## src/rtl/verificacion_pin_if.sv

```systemverilog
// Keypad/card bundle between the cashier front end and the PIN verification stage.
// The master drives the card and keypad side; the slave returns the verdict.
interface verificacion_pin_if #(
  parameter int unsigned N_DIGITOS = 4
);
  logic                   tarjeta_recibida;
  logic [4*N_DIGITOS-1:0] pin_correcto;
  logic [3:0]             digito;
  logic                   digito_stb;
  logic                   pin_valido;
  logic                   advertencia;
  logic                   bloqueo;
  logic [1:0]             intentos;

  modport master (
    output tarjeta_recibida, pin_correcto, digito, digito_stb,
    input  pin_valido, advertencia, bloqueo, intentos
  );

  modport slave (
    input  tarjeta_recibida, pin_correcto, digito, digito_stb,
    output pin_valido, advertencia, bloqueo, intentos
  );
endinterface

```

## src/rtl/verificacion_pin.sv

```systemverilog
// PIN entry and verification: collects BCD keypad digits while a card is present,
// compares them with the card PIN, and blocks the card after repeated failures.
module verificacion_pin #(
  parameter int unsigned N_DIGITOS    = 4,
  parameter int unsigned MAX_INTENTOS = 3
) (
  input  logic              clk,
  input  logic              reset,
  verificacion_pin_if.slave bus
);

  localparam int unsigned PIN_W = 4 * N_DIGITOS;
  localparam int unsigned CNT_W = 4;

  typedef enum logic [1:0] {
    IDLE       = 2'd0,
    RECIBIENDO = 2'd1,
    COMPARA    = 2'd2,
    BLOQUEADO  = 2'd3
  } state_t;

  state_t             r_state, w_state_nx;
  logic [PIN_W-1:0]   r_pin, w_pin_nx;
  logic [PIN_W-1:0]   r_entry, w_entry_nx;
  logic [CNT_W-1:0]   r_cnt, w_cnt_nx;
  logic [1:0]         r_intentos, w_intentos_nx;
  logic               r_pv, w_pv_nx;
  logic               r_adv, w_adv_nx;

  // Output stage: verdicts become visible one cycle after the decision edge
  logic               r_o_pv, r_o_adv, r_o_blq;
  logic [1:0]         r_o_int;

  always_ff @(posedge clk) begin
    if (!reset) begin
      r_state    <= IDLE;
      r_pin      <= '0;
      r_entry    <= '0;
      r_cnt      <= '0;
      r_intentos <= '0;
      r_pv       <= 1'b0;
      r_adv      <= 1'b0;
      r_o_pv     <= 1'b0;
      r_o_adv    <= 1'b0;
      r_o_blq    <= 1'b0;
      r_o_int    <= '0;
    end else begin
      r_state    <= w_state_nx;
      r_pin      <= w_pin_nx;
      r_entry    <= w_entry_nx;
      r_cnt      <= w_cnt_nx;
      r_intentos <= w_intentos_nx;
      r_pv       <= w_pv_nx;
      r_adv      <= w_adv_nx;
      r_o_pv     <= r_pv;
      r_o_adv    <= r_adv;
      r_o_blq    <= (r_state == BLOQUEADO);
      r_o_int    <= r_intentos;
    end
  end

  always_comb begin
    w_state_nx    = r_state;
    w_pin_nx      = r_pin;
    w_entry_nx    = r_entry;
    w_cnt_nx      = r_cnt;
    w_intentos_nx = r_intentos;
    w_pv_nx       = 1'b0;
    w_adv_nx      = 1'b0;

    unique case (r_state)
      IDLE: begin
        if (bus.tarjeta_recibida) begin
          w_pin_nx      = bus.pin_correcto;
          w_cnt_nx      = '0;
          w_intentos_nx = '0;
          w_state_nx    = RECIBIENDO;
        end
      end

      RECIBIENDO: begin
        // Card removal wins over a digit arriving in the same cycle
        if (!bus.tarjeta_recibida) begin
          w_cnt_nx   = '0;
          w_state_nx = IDLE;
        end else if (bus.digito_stb && (bus.digito <= 4'd9)) begin
          w_entry_nx = PIN_W'({r_entry, bus.digito});
          w_cnt_nx   = r_cnt + CNT_W'(1);
          if (r_cnt == CNT_W'(N_DIGITOS - 1)) begin
            w_state_nx = COMPARA;
          end
        end
      end

      COMPARA: begin
        w_cnt_nx = '0;
        if (r_entry == r_pin) begin
          w_pv_nx    = 1'b1;
          w_state_nx = IDLE;
        end else if ((32'(r_intentos) + 32'd1) < 32'(MAX_INTENTOS)) begin
          w_intentos_nx = r_intentos + 2'(1);
          w_adv_nx      = 1'b1;
          w_state_nx    = RECIBIENDO;
        end else begin
          w_intentos_nx = 2'(MAX_INTENTOS);
          w_state_nx    = BLOQUEADO;
        end
      end

      BLOQUEADO: begin
        w_state_nx = BLOQUEADO;
      end

      default: begin
        w_state_nx = IDLE;
      end
    endcase
  end

  assign bus.pin_valido  = r_o_pv;
  assign bus.advertencia = r_o_adv;
  assign bus.bloqueo     = r_o_blq;
  assign bus.intentos    = r_o_int;

endmodule
```

## src/flat_wrapper.sv

```systemverilog
// flat-port wrapper written by rule: the top's interface ports become plain ports
module verificacion_pin_flat 
#(
  parameter int unsigned N_DIGITOS    = 4,
  parameter int unsigned MAX_INTENTOS = 3
)
  (clk, reset, bus_tarjeta_recibida, bus_pin_correcto, bus_digito, bus_digito_stb, bus_pin_valido, bus_advertencia, bus_bloqueo, bus_intentos);
  verificacion_pin_if #(.N_DIGITOS(N_DIGITOS)) bus_i ();
  input  logic clk;
  input  logic reset;
  input wire logic [$bits(bus_i.tarjeta_recibida)-1:0] bus_tarjeta_recibida;
  input wire logic [$bits(bus_i.pin_correcto)-1:0] bus_pin_correcto;
  input wire logic [$bits(bus_i.digito)-1:0] bus_digito;
  input wire logic [$bits(bus_i.digito_stb)-1:0] bus_digito_stb;
  output wire logic [$bits(bus_i.pin_valido)-1:0] bus_pin_valido;
  output wire logic [$bits(bus_i.advertencia)-1:0] bus_advertencia;
  output wire logic [$bits(bus_i.bloqueo)-1:0] bus_bloqueo;
  output wire logic [$bits(bus_i.intentos)-1:0] bus_intentos;
  assign bus_i.tarjeta_recibida = bus_tarjeta_recibida;
  assign bus_i.pin_correcto = bus_pin_correcto;
  assign bus_i.digito = bus_digito;
  assign bus_i.digito_stb = bus_digito_stb;
  assign bus_pin_valido = bus_i.pin_valido;
  assign bus_advertencia = bus_i.advertencia;
  assign bus_bloqueo = bus_i.bloqueo;
  assign bus_intentos = bus_i.intentos;
  verificacion_pin #(.N_DIGITOS(N_DIGITOS), .MAX_INTENTOS(MAX_INTENTOS)) u_core (.clk(clk), .reset(reset), .bus(bus_i));
endmodule
```

## config.mk

```make
export PLATFORM = sky130hd
export DESIGN_NAME = verificacion_pin_flat
export DESIGN_NICKNAME = d
export VERILOG_FILES = /design/src/rtl/verificacion_pin_if.sv /design/src/rtl/verificacion_pin.sv /design/src/flat_wrapper.sv
export SDC_FILE = /design/constraint.sdc
export NUM_CORES = 1
export LEC_CHECK = 0
export ABC_AREA = 0
export BUFFER_PORTS_ARGS = -buffer_cell sky130_fd_sc_hd__buf_4
export CORE_MARGIN = 2
export CORE_UTILIZATION = 35
export DETAILED_ROUTE_END_ITERATION = 10
export GPL_TIMING_DRIVEN = 0
export PLACE_DENSITY = 0.56
export RECOVER_POWER = 25
export SYNTH_ARGS = -nofsm -noshare
export SYNTH_HDL_FRONTEND = slang
export SYNTH_SLANG_ARGS = --single-unit
```

## constraint.sdc

```tcl
create_clock -name clk -period 3.8 [get_ports clk]
set_input_delay 0.38 -clock clk [delete_from_list [all_inputs] [get_ports clk]]
set_output_delay 0.38 -clock clk [all_outputs]
set_load 0.1 [all_outputs]
```

Word-level counts from Yosys, hierarchy flattened:

Cells that the tools add are included.

* flip-flop bits (word level): 47
* input port bits: 24
* output and inout bits: 5
* word-level logic and storage cells: 55

* add/subtract/negate cells: 3
* magnitude comparators: 2
* eq/ne operators: 9
* mux-type cells: 17
* bitwise gates (word level): 2
* reduce and logical (&&, ||, !) cells: 11

Operators with widths (number)
* 32-bit by 2-bit less-than comparator with 1-bit output, second input constant: 1
* 2-bit two-way mux: 9
* 16-bit == test: 1
* 4-bit two-way mux: 3
* 4-bit one-hot mux with 3 select lines: 1
* 3-bit AND reduction: 4
* 2-bit one-hot mux with 4 select lines: 1
* 3-bit by 2-bit != test with 1-bit output, second input constant: 2
* 4-bit by 1-bit adder with 4-bit output, second input constant: 1
* 2-bit == test, second input constant: 2
* 4-bit by 2-bit == test with 1-bit output, second input constant: 1
* 4-bit less-or-equal comparator, second input constant: 1
* 2-bit != test, second input constant: 2
* 2-bit one-hot mux with 2 select lines: 1
* 2-bit AND reduction: 2
* 2-bit by 1-bit adder with 3-bit output, second input constant: 1
* 3-bit nonzero test: 1
* 3-bit OR reduction: 1
* 2-bit by 1-bit adder with 2-bit output, second input constant: 1
* 2-bit by 1-bit == test with 1-bit output, second input constant: 1
* 2-bit zero test: 1
* 1-bit two-way mux: 2
* 1-bit inverter: 2
* 2-bit nonzero test: 1
* 1-bit logical AND: 1

Depth between registers and ports, before layout:

Gate-level depths: netlist of run 1.

* depth in word-level cells: 5
* mapped depth: 7
* mapped depth without buffers: 5

Least setup slack after synthesis of run 1:

OpenSTA, ideal clock, no wires.

* kind: input to register
* start point: input bus_tarjeta_recibida
* end point: register u_core.r_entry[10]
* library setup time: 128 ps
* data arrival time: 1289 ps
* required time: 3672 ps
* setup slack: 2383 ps
* stages on the path: 7
* buffers on the path: 3
* cells stage by stage: buf_4 -> and3b_1 -> nand3_2 -> buf_6 -> buf_12 -> mux2i_1 -> nor2_1

* word-level cells in the longest chain between the ends: 1

Ends and longest elaborated chain
* start, declared: RTL line flat_wrapper.sv:11 `input wire logic [$bits(bus_i.tarjeta_recibida)-1:0] bus_tarjeta_recibida;`
* 3-bit AND reduction (no source line)
* end signal, assigned: RTL line verificacion_pin.sv:50 `r_entry <= w_entry_nx;`
* end, declared: RTL line verificacion_pin.sv:24 `logic [PIN_W-1:0] r_entry, w_entry_nx;`

No other way between the ends.
A chain may end at the register's enable or synchronous reset.

Worst setup path after layout of run 1:

* start point: register u_core.r_o_int[0] (netlist: u_core.bus.intentos[0])
* end point: output bus_intentos[0]

RTL lines
* start, declared: RTL line verificacion_pin.sv:32 `logic [1:0] r_o_int;`
* start signal, assigned: RTL line verificacion_pin.sv:58 `r_o_int <= r_intentos;`
* end, declared: RTL line flat_wrapper.sv:18 `output wire logic [$bits(bus_i.intentos)-1:0] bus_intentos;`

No word-level cell between the ends.

==> summary.txt, run 1 <==
Status
  • Outcome: finished, final reports clean

Clock network
  • Post-CTS Resized: 0
  • TritonCTS clock tree: built
  • CTS max path bufs: 2
  • # clock sinks: 47
  • Worst skew pair latency: approximately 300 ps
  • Setup Buffers After CTS: 0
  • CTS hold repair buffers: 0
  • CTS buffer count: 5
  • Clock root buffer master: clkbuf_8
  • Clk slew on worst S/H paths: approximately 80 ps
  • H-tree levels: 2

Finish
  • Layout cells sized above 1: ~16%
  • Count of antenna diodes in the layout: 0
  • Syn-to-layout area delta: 18.1%
  • Fin nets: 268
  • Fillcell total: 556

Floorplanning
  • Top Ports: 29
  • Core Area: 0.00520 mm^2
  • Chip Width: 78.1 um
  • # rows: 26
  • Vert. Die Dim: slightly below 80 um
  • DIE AREA: 0.00609 mm^2
  • Starting Density: 36.9%

Setup path
  • CP Cell Sequence: clkbuf_1
  • R2R setup slack: 2130 ps
  • R2R depth: 7
  • Highest-delay cell along the critical path: clkbuf_1
  • Critical path class: reg2out
  • Reg-to-reg critical path startpoint: u_core.r_state[0]$_SDFFE_PN0P_
  • Critical path peak fanout: 1
  • Cell family contributing the most delay on the critical path: buffers and inverters
  • Crit Reg-Reg Endpoint: u_core.r_pin[2]$_SDFFE_PN0P_
  • CP Buf/Inv Count: 1
  • Max stage delay on crit path: between 800 and 900 ps
  • CP Data Arrival Time: 1470 ps
  • CP Launch Type: register
  • WP data required: between 3000 and 4000 ps
  • Setup crit end kind: output pin

Yosys
  • Yosys warnings: 0
  • Register bit total from synthesis: 47
  • Ys async rst share: 0%
  • Seq/Total Area, Yosys: 49.0%
  • Top-area cell type share of the netlist area: 49.0%
  • Mapped Area: 0.00192 mm^2
  • Synthesized instance count: 210
  • Area contributors post-synth: dfxtp_1 49%, mux2i_1 8.9%, nand2_1 7.6%, xnor2_1 7.3%, a21oi_1 4.4%
  • Number of synthesized flops with an enable pin: 0
  • Syn Area/Cell: 9.14 um^2
  • Synth area leader: dfxtp_1
  • Syn Nets: 235
  • Ys flop type: dfxtp_1
  • Yosys cell types: 35

Hold path
  • Hold endpoint: u_core.r_entry[0]$_SDFFE_PN0P_
  • Hold Crit Start: bus_digito[0]
  • Worst hold path class: in2reg
  • Cells on Worst Hold Path: 3

STA
  • Max Fclk: 542 MHz
  • Layout Skew: 5.64 ps
  • Final period util: approximately 49%
  • Slew @ Worst Pin: around 1200 ps
  • Tmin final: 1850 ps
  • Finish-stage setup viols: 0
  • Final WS setup: 1950 ps
  • Hold Vio Cnt, Final: 0
  • RSZ-0062 raised after global routing: no
  • Slew Viols, Final: 0
  • Setup tns final: 0 ps
  • Slew Limit Headroom: between 20 and 25%

Detailed routing
  • DR pass1 iterations: 4
  • 1st-iter DRT viols: 46
  • Post-route DRC: 0
  • Detailed-route via count: 1462
  • Via density: 4.66
  • Detail Route Antenna Nets: 0
  • Total Wirelength: roughly 3.8 mm
  • DR WL/cell: about 12 um

Run
  • Max-Cap Viols: 0

Place
  • Placer Congestion: around 0.75
  • DP HPWL: 2.80 mm
  • Port Buffers: 26
  • Pre-CTS WS: 2130 ps

GRT
  • Vias in the first global route: 1363
  • Largest net degree at the start of global routing: 15
  • Initial antenna violation count: 0
  • Total congestion overflow: 0
  • First-pass GRT wire length: 6.35 mm
  • Gr usage total: a little over an eighth

Power and ir drop
  • Power density cells: a little under 400 mW/mm^2
  • Leak: 0.000957 uW
  • Total power draw: 893 uW
  • Maximum VDD drop: 0.216 mV
[logic make-up after synthesis]
family	after synthesis	share of synthesized area, %
simple gates	79	18.3
flops	47	49.0
compound gates	32	10.1
mux	18	9.45
buf+inv	17	5.21
xor+xnor	16	7.30
fa+ha+maj	1	0.652
[worst max-delay path by stage]
| stage | cells past startpoint | from | slack [ps] | endpoint |
|---|---|---|---|---|
| final | 1 | u_core.bus.intentos[0]$_SDFF_PN0_ | 1950 | bus_intentos[0] |
| after global placement | 6 | bus_digito[1] | 2170 | u_core.r_cnt[0]$_SDFFE_PN0P_ |
| after floorplan | 7 | bus_tarjeta_recibida | 2380 | u_core.r_entry[10]$_SDFFE_PN0P_ |
| after CTS | 5 | u_core.r_entry[4]$_SDFFE_PN0P_ | 2210 | u_core.r_intentos[0]$_SDFFE_PN0P_ |
| after global routing | 7 | u_core.r_state[0]$_SDFFE_PN0P_ | 1870 | u_core.r_pin[2]$_SDFFE_PN0P_ |
| after detailed placement | 5 | reset | 2130 | u_core.r_entry[15]$_SDFFE_PN0P_ |
[synthesized netlist by cell type (2+ instances only)]
library cell,count
mux2i_1,17
nor3_1,3
inv_1,5
buf_4,2
nand2_1,39
nand4_1,5
clkbuf_1,4
nand3_1,2
dfxtp_1,47
o21ai_0,4
buf_2,4
and2_1,3
a21oi_1,17
xnor2_1,16
nor2_1,22
[cell type report]
cell class                      count  area, um^2  area share [%]
Inverter                            5        18.8           0.828
Clock buffer                        6        72.6            3.20
Timing Repair Buffer               26         180            7.95
Sequential cell                    47         941            41.5
Multi-Input combinational cell    146         878            38.8
Clock inverter                      2        12.5           0.552
Buffer                             12        75.1            3.31
Tap cell                           70        87.6            3.87
[layout by cell type (no fill, tap or decap), types with 2 or more instances in the layout]
cell type,Yosys,routed
a21oi_1,17,17
and2_1,3,2
buf_2,4,2
buf_4,2,23
clkbuf_1,4,12
clkbuf_8,0,5
dfxtp_1,47,47
inv_1,5,5
mux2i_1,17,17
nand2_1,39,39
nand3_1,2,2
nand4_1,5,5
nor2_1,22,22
nor3_1,3,3
o21ai_0,4,4
xnor2_1,16,16
[flip-flops by register name, indices dropped and copies added (netlist names)]
| name | flops |
|---|---|
| u_core.r_pin | 16 |
| u_core.bus.pin_valido | 1 |
| u_core.bus.bloqueo | 1 |
| u_core.r_pv | 1 |
| u_core.bus.intentos | 2 |
| u_core.r_intentos | 2 |
| u_core.r_adv | 1 |
| u_core.r_entry | 16 |
| u_core.r_state | 2 |
| u_core.bus.advertencia | 1 |
| u_core.r_cnt | 4 |
[layer usage]
layer / GRT usage (%) / routed length, um / vias up
met1: 17.6 / 1920 / 670
met4: 5.79 / 72 / 0
met5: 0 / 0 / -
met3: 3.22 / 120 / 5
li1: - / - / 767
met2: 21.5 / 1740 / 20
[metrics by stage]
step / area (um^2) / std cells / hold slack (ps) / utilization (%)
after floorplan: 1920 / 210 / 412 / -
after global placement: 2200 / 306 / 415 / 42.3
after detailed placement: 2200 / 306 / 419 / 42.3
after CTS: 2290 / 314 / 308 / 43.9
after global routing: 2270 / 314 / 319 / 43.5
final: 2270 / 314 / 315 / 43.5
[power by group]
part | internal, uW | switching (uW) | leakage (uW) | total, uW
registers | 504 | 7.92 | 0.000381 | 512
logic | 41.7 | 47.6 | 0.000535 | 89.4
clock network | 129 | 163 | 0.0000412 | 291
total | 675 | 218 | 0.000957 | 893
Power figures use the tool's default switching activity.
==> inputs of run 2 (changes only) <==
--- a/config.mk
+++ b/config.mk
@@ -11,7 +11,7 @@
 export CORE_UTILIZATION = 35
 export DETAILED_ROUTE_END_ITERATION = 10
 export GPL_TIMING_DRIVEN = 0
-export PLACE_DENSITY = 0.56
+export PLACE_DENSITY = 0.58
 export RECOVER_POWER = 25
 export SYNTH_ARGS = -nofsm -noshare
 export SYNTH_HDL_FRONTEND = slang
==> constraint.sdc (replaced) <==
create_clock -name clk -period 1.6 [get_ports clk]
set_input_delay 0.16 -clock clk [delete_from_list [all_inputs] [get_ports clk]]
set_output_delay 0.16 -clock clk [all_outputs]
set_load 0.1 [all_outputs]
==> run 2 against run 1 <==
Clock-buffer cell count is the same. Routed wire length grew 0.13%. Non-clock buffer count is the same. Global-route usage grew 0.41 points. Setup slack lost 1900 ps. Sequential share of layout area shrank 0.46 points. First-iteration DRC count grew 59%. Utilization grew 0.72 points. Hold slack lost 220 ps. Via count shrank 1.0%. Power grew 140%. Critical path type is now reg2reg. Largest cell class unchanged. Highest routed layer unchanged.
==> summary.txt, run 2 (synthesized netlist as in run 1, its figures left out) <==
Status
  • Outcome: finished, final reports clean

GRT
  • GR Util met3: under 10%
  • Vias in the first global route: between 1000 and 1500
  • Initial antenna violation count: 0
  • GRT met2 Usage: 21.5%
  • Met1 GRT Util: 18.6%
  • Total congestion overflow: 0
  • First-pass GRT wire length: 6.65 mm
  • Largest net degree at the start of global routing: 15
  • Most Used Layer, Global Route: met2
  • Gr usage total: 13.9%

Setup path
  • Max stage delay on crit path: about 380 ps
  • CP Data Arrival Time: 1730 ps
  • Crit Reg-Reg Endpoint: u_core.r_intentos[0]$_SDFFE_PN0P_
  • Critical path peak fanout: 4
  • CP Launch Type: register
  • R2R depth: 5
  • Setup crit end kind: register
  • R2R setup slack: ~100 ps
  • WP data required: 1830 ps
  • Critical path class: reg2reg
  • CP Cell Sequence: xnor2_2 -> nand4_1 -> nor4_4 -> nand2b_4 -> mux2i_1
  • Reg-to-reg critical path startpoint: u_core.r_pin[0]$_SDFFE_PN0P_
  • Highest-delay cell along the critical path: dfxtp_1

Place
  • Placer Congestion: 0.756
  • DP HPWL: ~2.8 mm
  • Port Buffers: 26

Detailed routing
  • 1st-iter DRT viols: between 70 and 80
  • Post-route DRC: 0
  • Via density: 4.61
  • DR WL/cell: approximately 12 um
  • DR pass1 iterations: 4
  • Detail Route Antenna Nets: 0
  • Detailed-route via count: 1447
  • Total Wirelength: slightly below 4 mm

Finish
  • Most common library cell in the layout ignoring fill and taps: dfxtp_1
  • Syn-to-layout area delta: 20.0%
  • Util after Layout: around 44%
  • Fin nets: 268
  • Count of antenna diodes in the layout: 0
  • Commonest cells after routing, fill and taps aside: 43 x dfxtp_1, 39 x nand2_1, 24 x buf_4
  • Layout cells sized above 1: 20.9%
  • Fillcell total: 563
  • Largest regs: u_core.r_entry (16), u_core.r_pin (16), u_core.r_cnt (4)

Clock network
  • # clock sinks: 47
  • CTS hold repair buffers: 0
  • H-tree levels: 2
  • Worst skew pair latency: 300 ps
  • Clock root buffer master: clkbuf_8
  • TritonCTS clock tree: built
  • CTS buffer count: 5
  • Clk slew on worst S/H paths: 80 ps
  • CTS max path bufs: 2

STA
  • Final period util: 93.8%
  • Slew Limit Headroom: around 64%
  • Slew @ Worst Pin: 541 ps
  • Slew Viols, Final: 0
  • Tmin final: approximately 1500 ps
  • Finish-stage setup viols: 0
  • Layout Skew: around 10 ps
  • RSZ-0062 raised after global routing: yes
  • Max Fclk: roughly 670 MHz
  • Setup tns final: 0 ps
  • Hold Vio Cnt, Final: 0

Run
  • Max-Cap Viols: 0

Hold path
  • Hold Crit Start: bus_digito[0]
  • Worst hold path class: in2reg
  • Cells on Worst Hold Path: 3
  • Hold endpoint: u_core.r_entry[0]$_SDFFE_PN0P_

Floorplanning
  • Starting Density: 36.9%
  • DIE AREA: 0.00609 mm^2
  • Chip Width: 78.1 um
  • # rows: 26
  • Vert. Die Dim: 78.1 um
  • Top Ports: 29
  • Core Area: 0.00520 mm^2

Power and ir drop
  • Power density cells: 931 mW/mm^2
  • Total power draw: 2140 uW
  • Maximum VDD drop: 0.364 mV
  • Leak: 0.000988 uW
## run 2: metal layers
| metal | vias up | wire (um) |
|---|---|---|
| li1 | 772 | - |
| met4 | 0 | 57 |
| met5 | - | 0 |
| met3 | 6 | 82 |
| met1 | 652 | 1970 |
| met2 | 17 | 1750 |
## run 2: power breakdown
| part | total [uW] | internal, uW | switching [uW] | leakage [uW] |
|---|---|---|---|---|
| combinational | 229 | 109 | 120 | 0.000564 |
| clock | 696 | 306 | 391 | 0.0000412 |
| sequential | 1220 | 1200 | 19.4 | 0.000383 |
| total | 2140 | 1610 | 530 | 0.000988 |
## run 2: worst max path at each step
stage	from	end	slack, ps	cells after the start
final	u_core.r_pin[0]$_SDFFE_PN0P_	u_core.r_intentos[0]$_SDFFE_PN0P_	100	5
after global routing	u_core.r_entry[0]$_SDFFE_PN0P_	u_core.r_intentos[0]$_SDFFE_PN0P_	-30	5
after CTS	u_core.r_entry[4]$_SDFFE_PN0P_	u_core.r_intentos[0]$_SDFFE_PN0P_	3	5
after detailed placement	u_core.r_entry[4]$_SDFFE_PN0P_	u_core.r_intentos[0]$_SDFFE_PN0P_	30	5
after global placement	u_core.r_entry[4]$_SDFFE_PN0P_	u_core.r_intentos[0]$_SDFFE_PN0P_	40	5
after floorplan	u_core.r_state[0]$_SDFFE_PN0P_	u_core.r_entry[10]$_SDFFE_PN0P_	300	7
## run 2: layout make-up
class	instances	area [um^2]	area share, %
flip-flops and latches	47	946	41.1
repair buffers	27	190	8.26
inverters	5	18.8	0.815
well taps	70	87.6	3.80
clock buffers	6	72.6	3.15
clock inverters	2	12.5	0.543
multi-input cells	146	900	39.1
plain buffers	11	76.3	3.31
## run 2: stage by stage
stage	area (um^2)	hold slack, ps	worst slack, ps	cells
after global routing	2300	78.9	-32.8	314
after detailed placement	2200	404	33.8	306
after global placement	2200	399	38.7	306
final	2300	92.3	100	314
after floorplan	1920	296	298	210
after CTS	2290	85.6	3.33	314
## run 2: critical path: cells and delay by family, from the launching register on
family        cells  cell delay [ps]
xor+xnor          1              120
flops             1              380
mux               1              170
simple gates      3              770
## run 2: what timing repair did
action,CTS,global route
gates resized for setup,0,7
setup endpoints to repair,0,5
buffers inserted,0,1
